File: config.mk
export PLATFORM = sky130hd
export DESIGN_NAME = tl_tx_scheduler
export DESIGN_NICKNAME = d
export VERILOG_FILES = /design/src/rtl/tl_pkg.sv /design/src/rtl/tl_credit_gate.sv /design/src/rtl/tl_tx_scheduler.sv
export SDC_FILE = /design/constraint.sdc
export NUM_CORES = 1
export LEC_CHECK = 0
export ABC_AREA = 1
export CORE_AREA = 3 3 499 501
export CTS_CLUSTER_DIAMETER = 200
export DETAILED_ROUTE_END_ITERATION = 7
export DIE_AREA = 0 0 502 504
export PLACE_DENSITY = 0.3
export SLEW_MARGIN = 20
export SYNTH_ARGS = -nofsm -noshare
export SYNTH_HDL_FRONTEND = slang
export SYNTH_HIERARCHICAL = 1
export SYNTH_SLANG_ARGS = --single-unit
File: constraint.sdc
create_clock -name clk -period 18.1 [get_ports clk]
set_clock_uncertainty 0.05 [all_clocks]
set_input_delay 3.62 -clock clk [delete_from_list [all_inputs] [get_ports clk]]
set_output_delay 3.62 -clock clk [all_outputs]
set_load 0.01 [all_outputs]
File: src/rtl/tl_pkg.sv
// Shared types and helpers for the TL transmit path: request codes, traffic classes, credit window test.
package tl_pkg;

  typedef enum logic [2:0] {
    REQ_IDLE     = 3'd0,
    REQ_P_HDR    = 3'd1,
    REQ_P_DATA   = 3'd2,
    REQ_NP_HDR   = 3'd3,
    REQ_CPL_HDR  = 3'd5,
    REQ_CPL_DATA = 3'd6
  } req_t;

  typedef enum logic [1:0] {
    CLS_P   = 2'd0,
    CLS_NP  = 2'd1,
    CLS_CPL = 2'd2
  } tl_class_t;

  localparam int LEN_W = 11;

  // Window test in modulo-2^cw space: the send fits if it stays within half the counter range of the limit.
  function automatic logic credit_ok(input logic [31:0] limit, input logic [31:0] consumed,
                                     input logic [31:0] need, input int cw);
    logic [31:0] mask;
    logic [31:0] diff;
    mask = (cw >= 32) ? 32'hFFFF_FFFF : ((32'd1 << cw) - 32'd1);
    diff = (limit - (consumed + need)) & mask;
    return diff <= (32'd1 << (cw - 1));
  endfunction

  function automatic logic [LEN_W-1:0] len_dw(input logic [9:0] len);
    return (len == 10'd0) ? 11'd1024 : {1'b0, len};
  endfunction

endpackage

File: src/rtl/tl_credit_gate.sv
// One credit type: holds the DLL limit and the consumed count; ok is combinational for the offered need.
// Latency: limit and consumed update one cycle after cl_en/commit; no backpressure of its own.
module tl_credit_gate
  import tl_pkg::*;
#(
  parameter int CW = 12
) (
  input  logic          clk,
  input  logic          rst_n,
  input  logic          cl_en,
  input  logic [CW-1:0] cl_limit,
  input  logic [CW-1:0] need,
  input  logic          commit,
  output logic          ok,
  output logic [CW-1:0] consumed
);

  logic [CW-1:0] limit;
  logic          loaded;

  always_ff @(posedge clk or negedge rst_n) begin
    if (!rst_n) begin
      limit    <= '0;
      loaded   <= 1'b0;
      consumed <= '0;
    end else begin
      if (cl_en) begin
        limit  <= cl_limit;
        loaded <= 1'b1;
      end
      if (commit) consumed <= consumed + need;
    end
  end

  // A loaded limit of zero advertises infinite credit.
  assign ok = (loaded && (limit == '0)) ||
              credit_ok(32'(limit), 32'(consumed), 32'(need), CW);

endmodule

File: src/rtl/tl_tx_scheduler.sv
// Weighted round-robin P/NP/CPL transmit scheduler with credit and retry-space gating; emits header then beats.
// Latency: grant->header 1 cycle, 1 idle cycle before first beat; data FIFO empty stalls with req IDLE.
module tl_tx_scheduler
  import tl_pkg::*;
#(
  parameter int DATA_WIDTH      = 256,
  parameter int HDR_WIDTH       = 128,
  parameter int CREDIT_WIDTH    = 12,
  parameter int RETRY_DEPTH_LG2 = 8,
  parameter int W_P             = 2,
  parameter int W_NP            = 1,
  parameter int W_CPL           = 4
) (
  input  logic                         clk,
  input  logic                         rst_n,
  input  logic                         p_hdr_empty_i,
  input  logic [HDR_WIDTH-1:0]         p_hdr_rdata_i,
  output logic                         p_hdr_rden_o,
  input  logic                         np_hdr_empty_i,
  input  logic [HDR_WIDTH-1:0]         np_hdr_rdata_i,
  output logic                         np_hdr_rden_o,
  input  logic                         cpl_hdr_empty_i,
  input  logic [HDR_WIDTH-1:0]         cpl_hdr_rdata_i,
  output logic                         cpl_hdr_rden_o,
  input  logic                         p_data_empty_i,
  input  logic [DATA_WIDTH-1:0]        p_data_rdata_i,
  output logic                         p_data_rden_o,
  input  logic                         cpl_data_empty_i,
  input  logic [DATA_WIDTH-1:0]        cpl_data_rdata_i,
  output logic                         cpl_data_rden_o,
  output logic                         p_sent_o,
  output logic                         cpl_sent_o,
  input  logic [CREDIT_WIDTH-1:0]      cl_ph_i,
  input  logic [CREDIT_WIDTH-1:0]      cl_pd_i,
  input  logic [CREDIT_WIDTH-1:0]      cl_nh_i,
  input  logic [CREDIT_WIDTH-1:0]      cl_ch_i,
  input  logic [CREDIT_WIDTH-1:0]      cl_cd_i,
  input  logic                         cl_en_i,
  output logic [CREDIT_WIDTH-1:0]      tx_cc_ph_o,
  output logic [CREDIT_WIDTH-1:0]      tx_cc_pd_o,
  output logic [CREDIT_WIDTH-1:0]      tx_cc_nh_o,
  output logic [CREDIT_WIDTH-1:0]      tx_cc_ch_o,
  output logic [CREDIT_WIDTH-1:0]      tx_cc_cd_o,
  input  logic [RETRY_DEPTH_LG2+2:0]   retry_leftover_i,
  input  logic                         link_active_i,
  output logic [DATA_WIDTH-1:0]        tlp_o,
  output req_t                         req_o
);

  localparam int DPB = DATA_WIDTH / 32;

  typedef enum logic [1:0] {ST_IDLE, ST_HDR, ST_DATA} st_t;

  st_t                    state, state_nxt;
  tl_class_t              cur, cur_nxt, gnt_cls;
  logic [2:0]             wcnt, wcnt_nxt;
  logic [LEN_W-1:0]       beats_q, beats_nxt;
  logic [DATA_WIDTH-1:0]  tlp_q, tlp_nxt;
  req_t                   req_q, req_nxt;
  logic                   p_sent_q, p_sent_nxt, cpl_sent_q, cpl_sent_nxt;
  logic                   grant, rotate, data_pop;
  logic [2:0]             elig;

  logic [LEN_W-1:0]        p_len, cpl_len, p_beats, cpl_beats;
  logic [CREDIT_WIDTH-1:0] p_dcred, cpl_dcred;
  logic                    ph_ok, pd_ok, nh_ok, ch_ok, cd_ok;
  logic                    p_rok, np_rok, cpl_rok;
  logic                    commit_p, commit_np, commit_cpl;

  assign p_len     = len_dw(p_hdr_rdata_i[9:0]);
  assign cpl_len   = len_dw(cpl_hdr_rdata_i[9:0]);
  assign p_dcred   = CREDIT_WIDTH'((p_len + 11'd3) >> 2);
  assign cpl_dcred = CREDIT_WIDTH'((cpl_len + 11'd3) >> 2);
  assign p_beats   = LEN_W'((32'(p_len) + DPB - 1) / DPB);
  assign cpl_beats = LEN_W'((32'(cpl_len) + DPB - 1) / DPB);
  assign p_rok     = (32'(p_len) + 32'd4) <= 32'(retry_leftover_i);
  assign np_rok    = 32'd4 <= 32'(retry_leftover_i);
  assign cpl_rok   = (32'(cpl_len) + 32'd3) <= 32'(retry_leftover_i);

  assign commit_p   = grant && (gnt_cls == CLS_P);
  assign commit_np  = grant && (gnt_cls == CLS_NP);
  assign commit_cpl = grant && (gnt_cls == CLS_CPL);

  tl_credit_gate #(.CW(CREDIT_WIDTH)) u_ph (.clk(clk), .rst_n(rst_n), .cl_en(cl_en_i), .cl_limit(cl_ph_i),
    .need(CREDIT_WIDTH'(1)), .commit(commit_p), .ok(ph_ok), .consumed(tx_cc_ph_o));
  tl_credit_gate #(.CW(CREDIT_WIDTH)) u_pd (.clk(clk), .rst_n(rst_n), .cl_en(cl_en_i), .cl_limit(cl_pd_i),
    .need(p_dcred), .commit(commit_p), .ok(pd_ok), .consumed(tx_cc_pd_o));
  tl_credit_gate #(.CW(CREDIT_WIDTH)) u_nh (.clk(clk), .rst_n(rst_n), .cl_en(cl_en_i), .cl_limit(cl_nh_i),
    .need(CREDIT_WIDTH'(1)), .commit(commit_np), .ok(nh_ok), .consumed(tx_cc_nh_o));
  tl_credit_gate #(.CW(CREDIT_WIDTH)) u_ch (.clk(clk), .rst_n(rst_n), .cl_en(cl_en_i), .cl_limit(cl_ch_i),
    .need(CREDIT_WIDTH'(1)), .commit(commit_cpl), .ok(ch_ok), .consumed(tx_cc_ch_o));
  tl_credit_gate #(.CW(CREDIT_WIDTH)) u_cd (.clk(clk), .rst_n(rst_n), .cl_en(cl_en_i), .cl_limit(cl_cd_i),
    .need(cpl_dcred), .commit(commit_cpl), .ok(cd_ok), .consumed(tx_cc_cd_o));

  assign elig[0] = !p_hdr_empty_i   && link_active_i && ph_ok && pd_ok && p_rok;
  assign elig[1] = !np_hdr_empty_i  && link_active_i && nh_ok && np_rok;
  assign elig[2] = !cpl_hdr_empty_i && link_active_i && ch_ok && cd_ok && cpl_rok;

  function automatic logic pick(input logic [2:0] e, input tl_class_t c);
    case (c)
      CLS_P:   return e[0];
      CLS_NP:  return e[1];
      default: return e[2];
    endcase
  endfunction

  function automatic int weight(input tl_class_t c);
    case (c)
      CLS_P:   return W_P;
      CLS_NP:  return W_NP;
      default: return W_CPL;
    endcase
  endfunction

  function automatic tl_class_t rot_cls(input tl_class_t c, input int k);
    int idx;
    idx = (int'(c) + k) % 3;
    return tl_class_t'(idx[1:0]);
  endfunction

  // Stay on the current class until its weight is spent; the current class is tried last when rotating.
  always_comb begin
    grant   = 1'b0;
    rotate  = 1'b0;
    gnt_cls = cur;
    if (state == ST_IDLE) begin
      if (pick(elig, cur) && (int'(wcnt) < weight(cur))) begin
        grant = 1'b1;
      end else begin
        for (int k = 1; k <= 3; k++) begin
          if (!grant && pick(elig, rot_cls(cur, k))) begin
            grant   = 1'b1;
            rotate  = 1'b1;
            gnt_cls = rot_cls(cur, k);
          end
        end
      end
    end
  end

  always_ff @(posedge clk or negedge rst_n) begin
    if (!rst_n) state <= ST_IDLE;
    else        state <= state_nxt;
  end

  always_comb begin
    state_nxt    = state;
    cur_nxt      = cur;
    wcnt_nxt     = wcnt;
    beats_nxt    = beats_q;
    tlp_nxt      = '0;
    req_nxt      = REQ_IDLE;
    p_sent_nxt   = 1'b0;
    cpl_sent_nxt = 1'b0;
    data_pop     = 1'b0;
    case (state)
      ST_IDLE: begin
        if (grant) begin
          state_nxt = ST_HDR;
          cur_nxt   = gnt_cls;
          wcnt_nxt  = rotate ? 3'd0 : wcnt;
          case (gnt_cls)
            CLS_P: begin
              tlp_nxt    = DATA_WIDTH'(p_hdr_rdata_i);
              req_nxt    = REQ_P_HDR;
              beats_nxt  = p_beats;
              p_sent_nxt = (p_beats == '0);
            end
            CLS_NP: begin
              tlp_nxt   = DATA_WIDTH'(np_hdr_rdata_i);
              req_nxt   = REQ_NP_HDR;
              beats_nxt = '0;
            end
            default: begin
              tlp_nxt      = DATA_WIDTH'(cpl_hdr_rdata_i);
              req_nxt      = REQ_CPL_HDR;
              beats_nxt    = cpl_beats;
              cpl_sent_nxt = (cpl_beats == '0);
            end
          endcase
        end
      end
      ST_HDR: begin
        wcnt_nxt  = wcnt + 3'd1;
        state_nxt = (beats_q != '0) ? ST_DATA : ST_IDLE;
      end
      ST_DATA: begin
        if (!((cur == CLS_P) ? p_data_empty_i : cpl_data_empty_i)) begin
          data_pop  = 1'b1;
          tlp_nxt   = (cur == CLS_P) ? p_data_rdata_i : cpl_data_rdata_i;
          req_nxt   = (cur == CLS_P) ? REQ_P_DATA : REQ_CPL_DATA;
          beats_nxt = beats_q - 1'b1;
          if (beats_q == LEN_W'(1)) begin
            state_nxt    = ST_IDLE;
            p_sent_nxt   = (cur == CLS_P);
            cpl_sent_nxt = (cur == CLS_CPL);
          end
        end
      end
      default: state_nxt = ST_IDLE;
    endcase
  end

  always_ff @(posedge clk or negedge rst_n) begin
    if (!rst_n) begin
      cur        <= CLS_P;
      wcnt       <= '0;
      beats_q    <= '0;
      tlp_q      <= '0;
      req_q      <= REQ_IDLE;
      p_sent_q   <= 1'b0;
      cpl_sent_q <= 1'b0;
    end else begin
      cur        <= cur_nxt;
      wcnt       <= wcnt_nxt;
      beats_q    <= beats_nxt;
      tlp_q      <= tlp_nxt;
      req_q      <= req_nxt;
      p_sent_q   <= p_sent_nxt;
      cpl_sent_q <= cpl_sent_nxt;
    end
  end

  assign p_hdr_rden_o    = commit_p;
  assign np_hdr_rden_o   = commit_np;
  assign cpl_hdr_rden_o  = commit_cpl;
  assign p_data_rden_o   = data_pop && (cur == CLS_P);
  assign cpl_data_rden_o = data_pop && (cur == CLS_CPL);
  assign p_sent_o        = p_sent_q;
  assign cpl_sent_o      = cpl_sent_q;
  assign tlp_o           = tlp_q;
  assign req_o           = req_q;

endmodule

[Word level (Yosys, flattened, before mapping)]
Index checks and enable logic that the tools add are counted.
Cells by class
  eq/ne operators: 14
  divide/modulo/power cells: 3
  $add $sub $neg: 28
  magnitude comparators: 9
  reductions and logical operators: 57
  muxes and demuxes: 68
Operators by type and width (number)
  $mux W256: 2
  $pmux W256 S2: 1
  $pmux W128 S2: 1
  $mux W128: 1
  $mod A32 B3 Y32 const B: 3
  $add A12 B1 Y12 const B: 6
  $le A12 B12 Y1 const B: 5
  $logic_not A12 Y1: 5
  $sub A12 B12 Y12: 5
  $add A12 B10 Y12: 4
  $mux W11: 4
  $pmux W11 S2: 2
  $add A11 B2 Y12 const B: 3
  $lt A4 B32 Y1: 1
  $mux W32: 1
  $mux W1: 31
  $sub A12 B1 Y13 const B: 2
  $add A11 B4 Y12 const B: 2
  $le A12 B11 Y1: 2
  $logic_and A1 B1 Y1: 24
  $pmux W3 S2: 4
  $logic_not A11 Y1: 2
  $logic_not A10 Y1: 2
  $mux W2: 9
  21 further kinds: 57
Storage, ports and cells
  bits in registers: 400
  output and inout port bits: 326
  input port bits: 976
  word-level logic and storage cells: 198

[Longest topological paths before layout]
Gate-level depths: netlist (run 1).
  word-level depth: 32
  depth in mapped cells: 48

[Hierarchy]
The synthesis (run 1) kept the hierarchy.
By module, submodules not included
  tl_tx_scheduler: seq. area each 6981.7 sq um, instances 1, cells each 2100, area an instance 16351.9 sq um
  tl_credit_gate at u_cd ...: seq. area each 625.6 sq um, instances 3, cells each 401, area an instance 2736.4 sq um
  tl_credit_gate at u_pd: seq. area each 625.6 sq um, instances 1, cells each 398, area an instance 2742.6 sq um
  tl_credit_gate at u_ph: seq. area each 625.6 sq um, instances 1, cells each 387, area an instance 2708.8 sq um

[Worst setup path after synthesis (run 1)]
No wires, ideal clock.
  path type: input port to output port
  from: input p_hdr_rdata_i[2]
  to: output cpl_hdr_rden_o
  stages on the path: 40
  arrival time: 8.786 ns
  data required time: 14.430 ns
  path slack: 5.644 ns
  path through: inv_1 -> ha_1 -> inv_1 -> nor4_2 -> nor2_1 -> inv_1 -> nor2_1 -> nor3_1 -> inv_1 -> fa_1 -> ha_1 -> inv_1 -> nand2_1 -> inv_1 -> fa_1 -> inv_1 -> nand2_1 -> nand2_1 -> [... 4 more ...] -> nand3_1 -> nor2_2 -> nand2_1 -> nand2_1 -> nand2_1 -> nor3_1 -> nand3_1 -> nand2_1 -> nand2_4 -> nand2_2 -> nor2_2 -> nor2_2 -> nand2_2 -> nand2_1 -> nand2_4 -> buf_4 -> buf_2 -> nor2_1
On the way
  word-level cells in the longest chain between the ends: 27
  elaborated cells between the ends (all ways): 43
Ends and longest elaborated chain
  from (decl): RTL line tl_tx_scheduler.sv:17  | input logic [HDR_WIDTH-1:0] p_hdr_rdata_i,
  $logic_not A10 Y1: RTL line tl_pkg.sv:32  | return (len == 10'd0) ? 11'd1024 : {1'b0, len};
  $mux W11 *: RTL line tl_pkg.sv:32
  $add A11 B2 Y12 *: RTL line tl_tx_scheduler.sv:72  | assign p_dcred = CREDIT_WIDTH'((p_len + 11'd3) >> 2);
  via p_dcred[0]: RTL line tl_tx_scheduler.sv:65  | logic [CREDIT_WIDTH-1:0] p_dcred, cpl_dcred;
  $add A12 B10 Y12 *: RTL line tl_pkg.sv:27  | diff = (limit - (consumed + need)) & mask;
  $sub A12 B12 Y12 *: RTL line tl_pkg.sv:27
  $le A12 B12 Y1 *: RTL line tl_pkg.sv:28  | return diff <= (32'd1 << (cw - 1));
  $logic_or A1 B1 Y1 *: RTL line tl_credit_gate.sv:36  | assign ok = (loaded && (limit == '0)) ||
  via pd_ok: RTL line tl_tx_scheduler.sv:66  | logic ph_ok, pd_ok, nh_ok, ch_ok, cd_ok;
  [... 12 more ...]
  $mux W1: RTL line tl_tx_scheduler.sv:126  | if (state == ST_IDLE) begin
  $logic_not A1 Y1: RTL line tl_tx_scheduler.sv:131  | if (!grant && pick(elig, rot_cls(cur, k))) begin
  $logic_and A1 B1 Y1: RTL line tl_tx_scheduler.sv:131
  $mux W2: RTL line tl_tx_scheduler.sv:131
  $mux W2: RTL line tl_tx_scheduler.sv:127  | if (pick(elig, cur) && (int'(wcnt) < weight(cur))) begin
  $mux W2: RTL line tl_tx_scheduler.sv:126
  $eq A2 B2 Y1: RTL line tl_tx_scheduler.sv:82  | assign commit_cpl = grant && (gnt_cls == CLS_CPL);
  $logic_and A1 B1 Y1 *: RTL line tl_tx_scheduler.sv:82
  to (decl): RTL line tl_tx_scheduler.sv:24  | output logic cpl_hdr_rden_o,
Mark *: on every way through the listed nets, which the timed path passes. The rest lies on a longest branch. The select of a mux whose other input is x is not followed.

[Worst setup path after layout (run 1)]
  from: input p_hdr_rdata_i[0]
  to: output np_hdr_rden_o
On the way
  word-level cells in the longest chain between the ends: 27
  elaborated cells between the ends (all ways): 43
Ends and longest elaborated chain
  $logic_not A10 Y1: RTL line tl_pkg.sv:32
  $mux W11 *: RTL line tl_pkg.sv:32
  $add A11 B2 Y12 *: RTL line tl_tx_scheduler.sv:72
  via p_dcred[0]: RTL line tl_tx_scheduler.sv:65
  $add A12 B10 Y12 *: RTL line tl_pkg.sv:27
  $sub A12 B12 Y12 *: RTL line tl_pkg.sv:27
  $le A12 B12 Y1 *: RTL line tl_pkg.sv:28
  $logic_or A1 B1 Y1 *: RTL line tl_credit_gate.sv:36
  via pd_ok: RTL line tl_tx_scheduler.sv:66
  [... 12 more ...]
  $mux W1: RTL line tl_tx_scheduler.sv:126
  $logic_not A1 Y1: RTL line tl_tx_scheduler.sv:131
  $logic_and A1 B1 Y1: RTL line tl_tx_scheduler.sv:131
  $mux W2: RTL line tl_tx_scheduler.sv:131
  $mux W2: RTL line tl_tx_scheduler.sv:127
  $mux W2: RTL line tl_tx_scheduler.sv:126
  $eq A2 B1 Y1: RTL line tl_tx_scheduler.sv:81  | assign commit_np = grant && (gnt_cls == CLS_NP);
  $logic_and A1 B1 Y1 *: RTL line tl_tx_scheduler.sv:81
  to (decl): RTL line tl_tx_scheduler.sv:21  | output logic np_hdr_rden_o,
Marked as above.

==> reports/qor.txt, run 1 <==
Leak: 22.6 nW
slew margin rel.: 29.7%
# DRC: 0
YS warnings: 6
Worst path most repeated cell: nand2_1
Setup Crit Path Kind: in -> out
CTS tree: done
setup TNS: 0 ns
drt initial violations: 2,515
Most used DFF post-synth: dfrtp_1
# setup viols final: 0
Slew @ Worst Pin: 1.05 ns
initial antenna violation count: 125
r2r setup slk: 10.98 ns
Min Clock Period, post-route: 15.57 ns
Yosys reg bits: 404
sequential cell area: 0.0101 mm2
dpl hpwl: 233 mm
top cell type's share of synthesized area: 33.7%
first-pass GRT wire length: 350 mm
Worst EP required: 14.43 ns
EDFF count, synth: 0
worst hold slack: 0.392 ns
Max IR drop VDD: 0.000140 V
WP data arrival: 11.90 ns
Flop pwr share: 15.9%
top cells by count, synth: nand2_1, inv_1, nand3_1, dfrtp_1, ha_1
Area Overhead vs Synth: 65.1%
reg2reg path depth: 37
drt pass-1 iters: 6
Worst Hold Depth: 2
Final Hold Viols: 0
number of max-cap violations: 0
cts hold-fix bufs: 0
period utilization: 86.0%
Clock Power Share: 16.5%
Worst R2R Start: u_ch/consumed[0]$_DFFE_PN0P_
Worst Hold Class: reg -> reg
final slew viol count: 0
Initial Utilization: 12.2%
ANT nets after route: 0
chip width: 502 um
Sink Count: 404
row count: 182
RSZ-0062 raised after global routing: false
Power Total: 8.88 mW
Seq/Total Area, Yosys: 33.7%
syn_area_per_cell: 7.34 um2
WHS Endpoint: u_ch/loaded$_DFFE_PN0P_
vias in the first global route: 34.5k
all-layer global routing usage: 20.9%
CP endpoint kind: output port
multi-input logic area: 0.0172 mm2
clk root buf: clkbuf_16
number of post-CTS setup repair buffers: 0
CTS max path bufs: 3
max reg flops: 256
Worst setup SP type: primary input
worst min-delay path startpoint: u_ch/loaded$_DFFE_PN0P_
layout cells sized above 1: 4.57%
achievable frequency: 0.0642 GHz
Int Pwr: 3.90 mW
total grt overflow: 0
clk slew on worst S/H paths: 0.05 ns
Async SR Flop Fraction: 100%
Final Util: 20.2%
wire per inst: 31.4 um
synthesized cell area: 0.0300 mm2
vias per cell: 3.93
synth unique cells: 48
sw power: 4.98 mW
Die ar.: 0.253 mm2
CP max stage delay: 0.61 ns
largest net degree at the start of global routing: 127
Max FO, Critical Path: 22
CTS buffer count: 69
Sw Share: 56.1%
CTS H-Tree Depth: 3
clock latency on the worst-skew pair: 0.72 ns
status: finished clean
final setup margin: 2.53 ns
Area contributors post-synth: dfrtp_1, nand2_1, ha_1, nand3_1, inv_1
most common cell in the synthesized netlist: nand2_1
Power Density: 179 mW/mm2
Mapped Cells: 4,088
Die H: 504 um
pre-CTS setup slack: 2.39 ns
vias after detailed routing: 34.4k
Final nets: 6,677
fillers: 27.6k
port buffer count: 1,301
post-CTS sizing: 0
power share of the combinational group: 67.6%
CORE AREA: 0.245 mm2
IO Pins: 1,302
Yosys top cell by area: dfrtp_1
Slowest cell on crit path: clkdlybuf4s50_1
RR Endpoint: tlp_o[93]$_DFF_PN0_
Total Wirelength: 274 mm
Placer Congestion: 0.965
-- logic make-up after synthesis --
family                     after synthesis  share of synthesized area, %
DFF                                    404                          33.7
adders and majority gates              267                          12.6
AOI/OAI and AO/OA                      569                          12.6
buffers and inverters                  783                          10.4
other                                    2                        0.0250
and+or+nand+nor                       1997                          28.7
xor gates and xnor gates                66                          1.93
-- layer usage --
metal / share of wire (%) / vias up / wire (um) / GRT usage, %
li1: - / 15900 / - / -
met1: 37 / 16700 / 102000 / 22.6
met2: 50 / 1354 / 137000 / 37.1
met3: 6.8 / 372 / 18600 / 5.87
met4: 5.9 / 70 / 16100 / 10.6
met5: 0.15 / - / 419 / 0
-- final cells by class --
type / count / area share [%]
multi-input cells: 3007 / 34.8
clock inverters: 26 / 0.942
clock buffers: 98 / 3.97
diodes: 41 / 0.207
flip-flops and latches: 404 / 20.4
repair buffers: 1338 / 26.9
well taps: 3220 / 8.13
inverters: 614 / 4.67
-- stage by stage --
step	instance area [um2]	cells
6_report	49600	8748
5_1_grt	49500	8721
4_1_cts	49400	8707
3_5_place_dp	47000	8583
3_3_place_gp	47000	8583
2_1_floorplan	30400	4194
-- worst max-delay path, delay by kind of cell --
kind / cells / cell delay (ns)
adders and majority gates: 3 / 1.12
and+or+nand+nor: 29 / 4.72
buffers and inverters: 12 / 2.38
-- cells in the final DEF, fill, tap and decap left out, types with 12 or more instances in the layout --
cell type	n
nand4_1	64
a21oi_1	127
a31oi_1	12
clkbuf_1	16
buf_4	36
conb_1	108
nor2_2	14
a21o_1	16
diode_2	41
clkdlybuf4s50_1	1299
a22oi_1	116
o22ai_1	12
nor3_1	37
nand3b_1	23
fa_1	60
dfrtp_1	404
clkinv_1	18
o21ai_1	21
nand2_1	1175
a32o_1	95
inv_2	22
clkbuf_8	13
xnor2_1	24
nor2_1	168
ha_1	206
o21ai_0	141
clkbuf_16	69
inv_1	573
xor2_1	42
nand3_1	446
nand2_2	27
-- worst max-delay path by stage --
stage,slack [ns],startpoint,cells after the start,end
after floorplan,5.64,p_hdr_rdata_i[2],40,cpl_hdr_rden_o
after global placement,2.41,p_hdr_rdata_i[0],45,np_hdr_rden_o
after detailed placement,2.39,p_hdr_rdata_i[0],44,np_hdr_rden_o
after CTS,2.37,p_hdr_rdata_i[0],44,np_hdr_rden_o
final,2.53,p_hdr_rdata_i[0],44,np_hdr_rden_o
after global routing,1.66,p_hdr_rdata_i[0],42,np_hdr_rden_o
-- power by group through the flow --
stage	Sequential (mW)	Combinational, mW	Clock, mW
floorplan	1.44	3.16	0
global placement	1.44	6.15	0
detailed placement	1.43	6.11	0
CTS	1.42	6.14	1.55
global route	1.44	6.57	1.57
finish	1.41	6.00	1.47
No activity file was read; power rests on OpenSTA's default activity.
==> inputs of run 2 (changes only) <==
- PLACE_DENSITY: 0.3 -> 0.42
==> reports/qor.txt, run 2 (synthesized netlist as in run 1, its figures left out) <==
status: finished clean
post-CTS sizing: 0
number of post-CTS setup repair buffers: 0
clk slew on worst S/H paths: 0.05 ns
Min Clock Period, post-route: 16.28 ns
slew margin rel.: 37.6%
row count: 182
Final Util: 20.1%
period utilization: 90.0%
Placer Congestion: 1.01
WP data arrival: 12.61 ns
# DRC: 0
most frequent cells in the layout: clkdlybuf4s50_1, nand2_1, inv_1, nand3_1, dfrtp_1
CP max stage delay: 0.66 ns
Leak: 22.6 nW
wire per inst: 30.5 um
CP endpoint kind: output port
Final nets: 6,672
final slew viol count: 0
setup TNS: 0 ns
Die H: 504 um
Placed Area: 0.0470 mm2
Worst Hold Class: reg -> reg
layout cells sized above 1: 4.53%
Slew @ Worst Pin: 0.935 ns
Slowest cell on crit path: clkdlybuf4s50_1
Die ar.: 0.253 mm2
number of max-cap violations: 0
Total Wirelength: 267 mm
most common cell after layout, fill and taps aside: clkdlybuf4s50_1
clock latency on the worst-skew pair: 0.67 ns
Power Total: 8.68 mW
drt pass-1 iters: 6
first-pass GRT wire length: 340 mm
Worst path most repeated cell: nand2_1
vias per cell: 3.98
# setup viols final: 0
largest net degree at the start of global routing: 115
Area Overhead vs Synth: 64.7%
Sink Count: 404
chip width: 502 um
Max FO, Critical Path: 29
Max IR drop VDD: 0.000213 V
cts hold-fix bufs: 0
CTS buffer count: 67
vias after detailed routing: 34.8k
RSZ-0062 raised after global routing: false
achievable frequency: 0.0614 GHz
Worst setup SP type: primary input
drt initial violations: 2,962
Power Density: 176 mW/mm2
IO Pins: 1,302
all-layer global routing usage: 20.2%
Setup Crit Path Kind: in -> out
Initial Utilization: 12.2%
r2r setup slk: 10.24 ns
Final Hold Viols: 0
initial antenna violation count: 146
CTS H-Tree Depth: 3
max reg flops: 256
vias in the first global route: 34.7k
ANT nets after route: 0
port buffer count: 1,301
CTS max path bufs: 3
CORE AREA: 0.245 mm2
Worst EP required: 14.43 ns
dpl hpwl: 229 mm
total grt overflow: 0
CTS tree: done
clk root buf: clkbuf_16
cell area after layout: 0.0494 mm2
run 2: stage by stage:
stage	setup WS, ns	instances	hold slack [ns]
floorplan	5.64	4194	0.364
global placement	1.60	8580	0.377
detailed placement	1.69	8580	0.383
CTS	1.66	8698	0.396
global route	1.04	8733	0.401
finish	1.82	8749	0.390
run 2: final timing paths:
| check | start | to | cells after the start |
|---|---|---|---|
| setup / recovery | p_hdr_rdata_i[0] | np_hdr_rden_o | 41 |
| hold / removal | u_ch/loaded$_DFFE_PN0P_ | u_ch/loaded$_DFFE_PN0P_ | 2 |
| setup reg to reg | u_pd/consumed[0]$_DFFE_PN0P_ | tlp_o[83]$_DFF_PN0_ | 36 |
| hold reg to reg | u_ch/loaded$_DFFE_PN0P_ | u_ch/loaded$_DFFE_PN0P_ | 2 |
| max in group asynchronous | rst_n | tlp_o[82]$_DFF_PN0_ | 3 |
| min in group asynchronous | rst_n | u_ph/limit[5]$_DFFE_PN0P_ | 1 |
run 2: layer usage:
metal,vias up,wire length (um),GRT usage [%]
li1,15900,-,-
met1,16900,95600,21.4
met2,1536,134000,35.7
met3,426,17900,4.59
met4,54,19300,13.6
met5,-,341,0
run 2: cell type report:
| type | count | area, um2 |
|---|---|---|
| antenna | 51 | 128 |
| clock buffer | 91 | 1920 |
| clock inverter | 27 | 368 |
| fill | 27700 | 196000 |
| inverter | 614 | 2310 |
| multi-input combinational | 3007 | 17200 |
| sequential | 404 | 10100 |
| tap | 3220 | 4030 |
| timing repair buffer | 1335 | 13300 |
run 2: power breakdown:
part / leakage, nW / total, mW / internal [mW] / switching [mW]
combinational: 16.2 / 5.88 / 1.84 / 4.03
clock: 1.12 / 1.39 / 0.822 / 0.567
sequential: 5.25 / 1.41 / 1.18 / 0.233
run 2: critical path: cells and delay by family:
kind                     cells  cell delay, ns
buffers and inverters        9            2.52
AND/OR/NAND/NOR             29            5.31
adder cells (fa/ha/maj)      3            1.15
==> inputs of run 3 (changes only) <==
- CORE_AREA: 3 3 499 501 -> 3 3 503 505
- DIE_AREA: 0 0 502 504 -> 0 0 506 508
==> reports/qor.txt, run 3 (synthesized netlist as in run 1, its figures left out) <==
status: finished clean
worst hold slack: 0.387 ns
reg2reg path depth: 35
post-CTS sizing: 0
Worst Hold Class: reg -> reg
row count: 183
Initial Utilization: 12.1%
setup TNS: 0 ns
drt initial violations: 2,868
Leak: 22.6 nW
met3 routed WL: 17.8 mm
CTS buffer count: 66
vias in the first global route: 34.8k
clk slew on worst S/H paths: 0.04 ns
Placer Congestion: 1.01
critical path endpoint: np_hdr_rden_o
Area Overhead vs Synth: 65.4%
initial antenna violation count: 155
RSZ-0062 raised after global routing: false
largest net degree at the start of global routing: 170
IO Pins: 1,302
dpl hpwl: 232 mm
Max IR drop VDD: 0.000178 V
total grt overflow: 0
# DRC: 0
DR top layer: met5
drt pass-1 iters: 6
fillers: 28.2k
Max FO, Critical Path: 25
Slowest cell on crit path: clkdlybuf4s50_1
pre-CTS setup slack: 1.81 ns
number of post-CTS setup repair buffers: 0
Worst Hold Depth: 2
most frequent cells in the layout: clkdlybuf4s50_1, nand2_1, inv_1, nand3_1, dfrtp_1
layout cells sized above 1: 4.65%
Worst EP required: 14.43 ns
Setup Crit Path Kind: in -> out
all-layer global routing usage: 20.1%
clock latency on the worst-skew pair: 0.68 ns
most common cell after layout, fill and taps aside: clkdlybuf4s50_1
Power Total: 8.74 mW
Final Hold Viols: 0
period utilization: 90.0%
final setup margin: 1.81 ns
achievable frequency: 0.0614 GHz
chip width: 506 um
CTS H-Tree Depth: 3
Sink Count: 404
final slew viol count: 0
CP max stage delay: 0.65 ns
Slew @ Worst Pin: 1.07 ns
Die H: 508 um
Post-Route M1 WL: 96.9 mm
slew margin rel.: 28.9%
r2r setup slk: 10.75 ns
CP endpoint kind: output port
cts hold-fix bufs: 0
clk root buf: clkbuf_16
CORE AREA: 0.249 mm2
# setup viols final: 0
wire per inst: 30.5 um
Final nets: 6,675
routed length on met2: 137 mm
max reg flops: 256
RR Endpoint: tlp_o[63]$_DFF_PN0_
number of max-cap violations: 0
Worst path most repeated cell: nand2_1
vias per cell: 3.96
vias after detailed routing: 35.1k
CTS tree: done
port buffer count: 1,301
CTS max path bufs: 3
Die ar.: 0.257 mm2
Worst R2R Start: u_ph/consumed[0]$_DFFE_PN0P_
Total Wirelength: 271 mm
ANT nets after route: 0
Min Clock Period, post-route: 16.29 ns
WP data arrival: 12.62 ns
Power Density: 176 mW/mm2
crit path launch: p_hdr_rdata_i[3]
Worst setup SP type: primary input
first-pass GRT wire length: 344 mm
[run 3: metal layers]
metal,vias to the layer above,GRT usage [%]
met5,-,0
met4,62,11.7
met3,453,4.93
met2,1580,36.2
met1,17100,21.3
li1,15900,-
[run 3: worst max-delay path, delay by kind of cell]
| family | cells | cell delay (ns) |
|---|---|---|
| and+or+nand+nor | 27 | 4.84 |
| buffers and inverters | 11 | 2.79 |
| adders and majority gates | 4 | 1.33 |
[run 3: power breakdown]
group | switching (mW) | internal, mW | total (mW) | leakage, nW
clock | 0.576 | 0.845 | 1.42 | 1.14
combinational | 4.07 | 1.84 | 5.91 | 16.2
sequential | 0.229 | 1.18 | 1.41 | 5.25
total | 4.87 | 3.87 | 8.74 | 22.6
[run 3: stage by stage]
| stage | std cells | instance area (um2) | util [%] |
|---|---|---|---|
| global route | 8841 | 49600 | 19.9 |
| floorplan | 4194 | 30400 | - |
| global placement | 8694 | 47100 | 19.0 |
| CTS | 8814 | 49500 | 19.9 |
| detailed placement | 8694 | 47100 | 19.0 |
| finish | 8860 | 49600 | 20.0 |
[run 3: worst min path at each step]
stage,startpoint,endpoint,slack (ns)
global route,u_nh/loaded$_DFFE_PN0P_,u_nh/loaded$_DFFE_PN0P_,0.41
finish,u_nh/loaded$_DFFE_PN0P_,u_nh/loaded$_DFFE_PN0P_,0.39
floorplan,u_cd/loaded$_DFFE_PN0P_,u_cd/loaded$_DFFE_PN0P_,0.36
global placement,u_nh/loaded$_DFFE_PN0P_,u_nh/loaded$_DFFE_PN0P_,0.38
detailed placement,u_nh/loaded$_DFFE_PN0P_,u_nh/loaded$_DFFE_PN0P_,0.38
CTS,u_nh/loaded$_DFFE_PN0P_,u_nh/loaded$_DFFE_PN0P_,0.39
[run 3: final cells by class]
class	count	area (um2)	share of cell area, %
diodes	46	115	0.232
clock inverters	28	447	0.900
inverters	614	2310	4.66
repair buffers	1339	13300	26.8
multi-input cells	3007	17200	34.7
well taps	3330	4170	8.39
flip-flops and latches	404	10100	20.4
clock buffers	92	1930	3.89
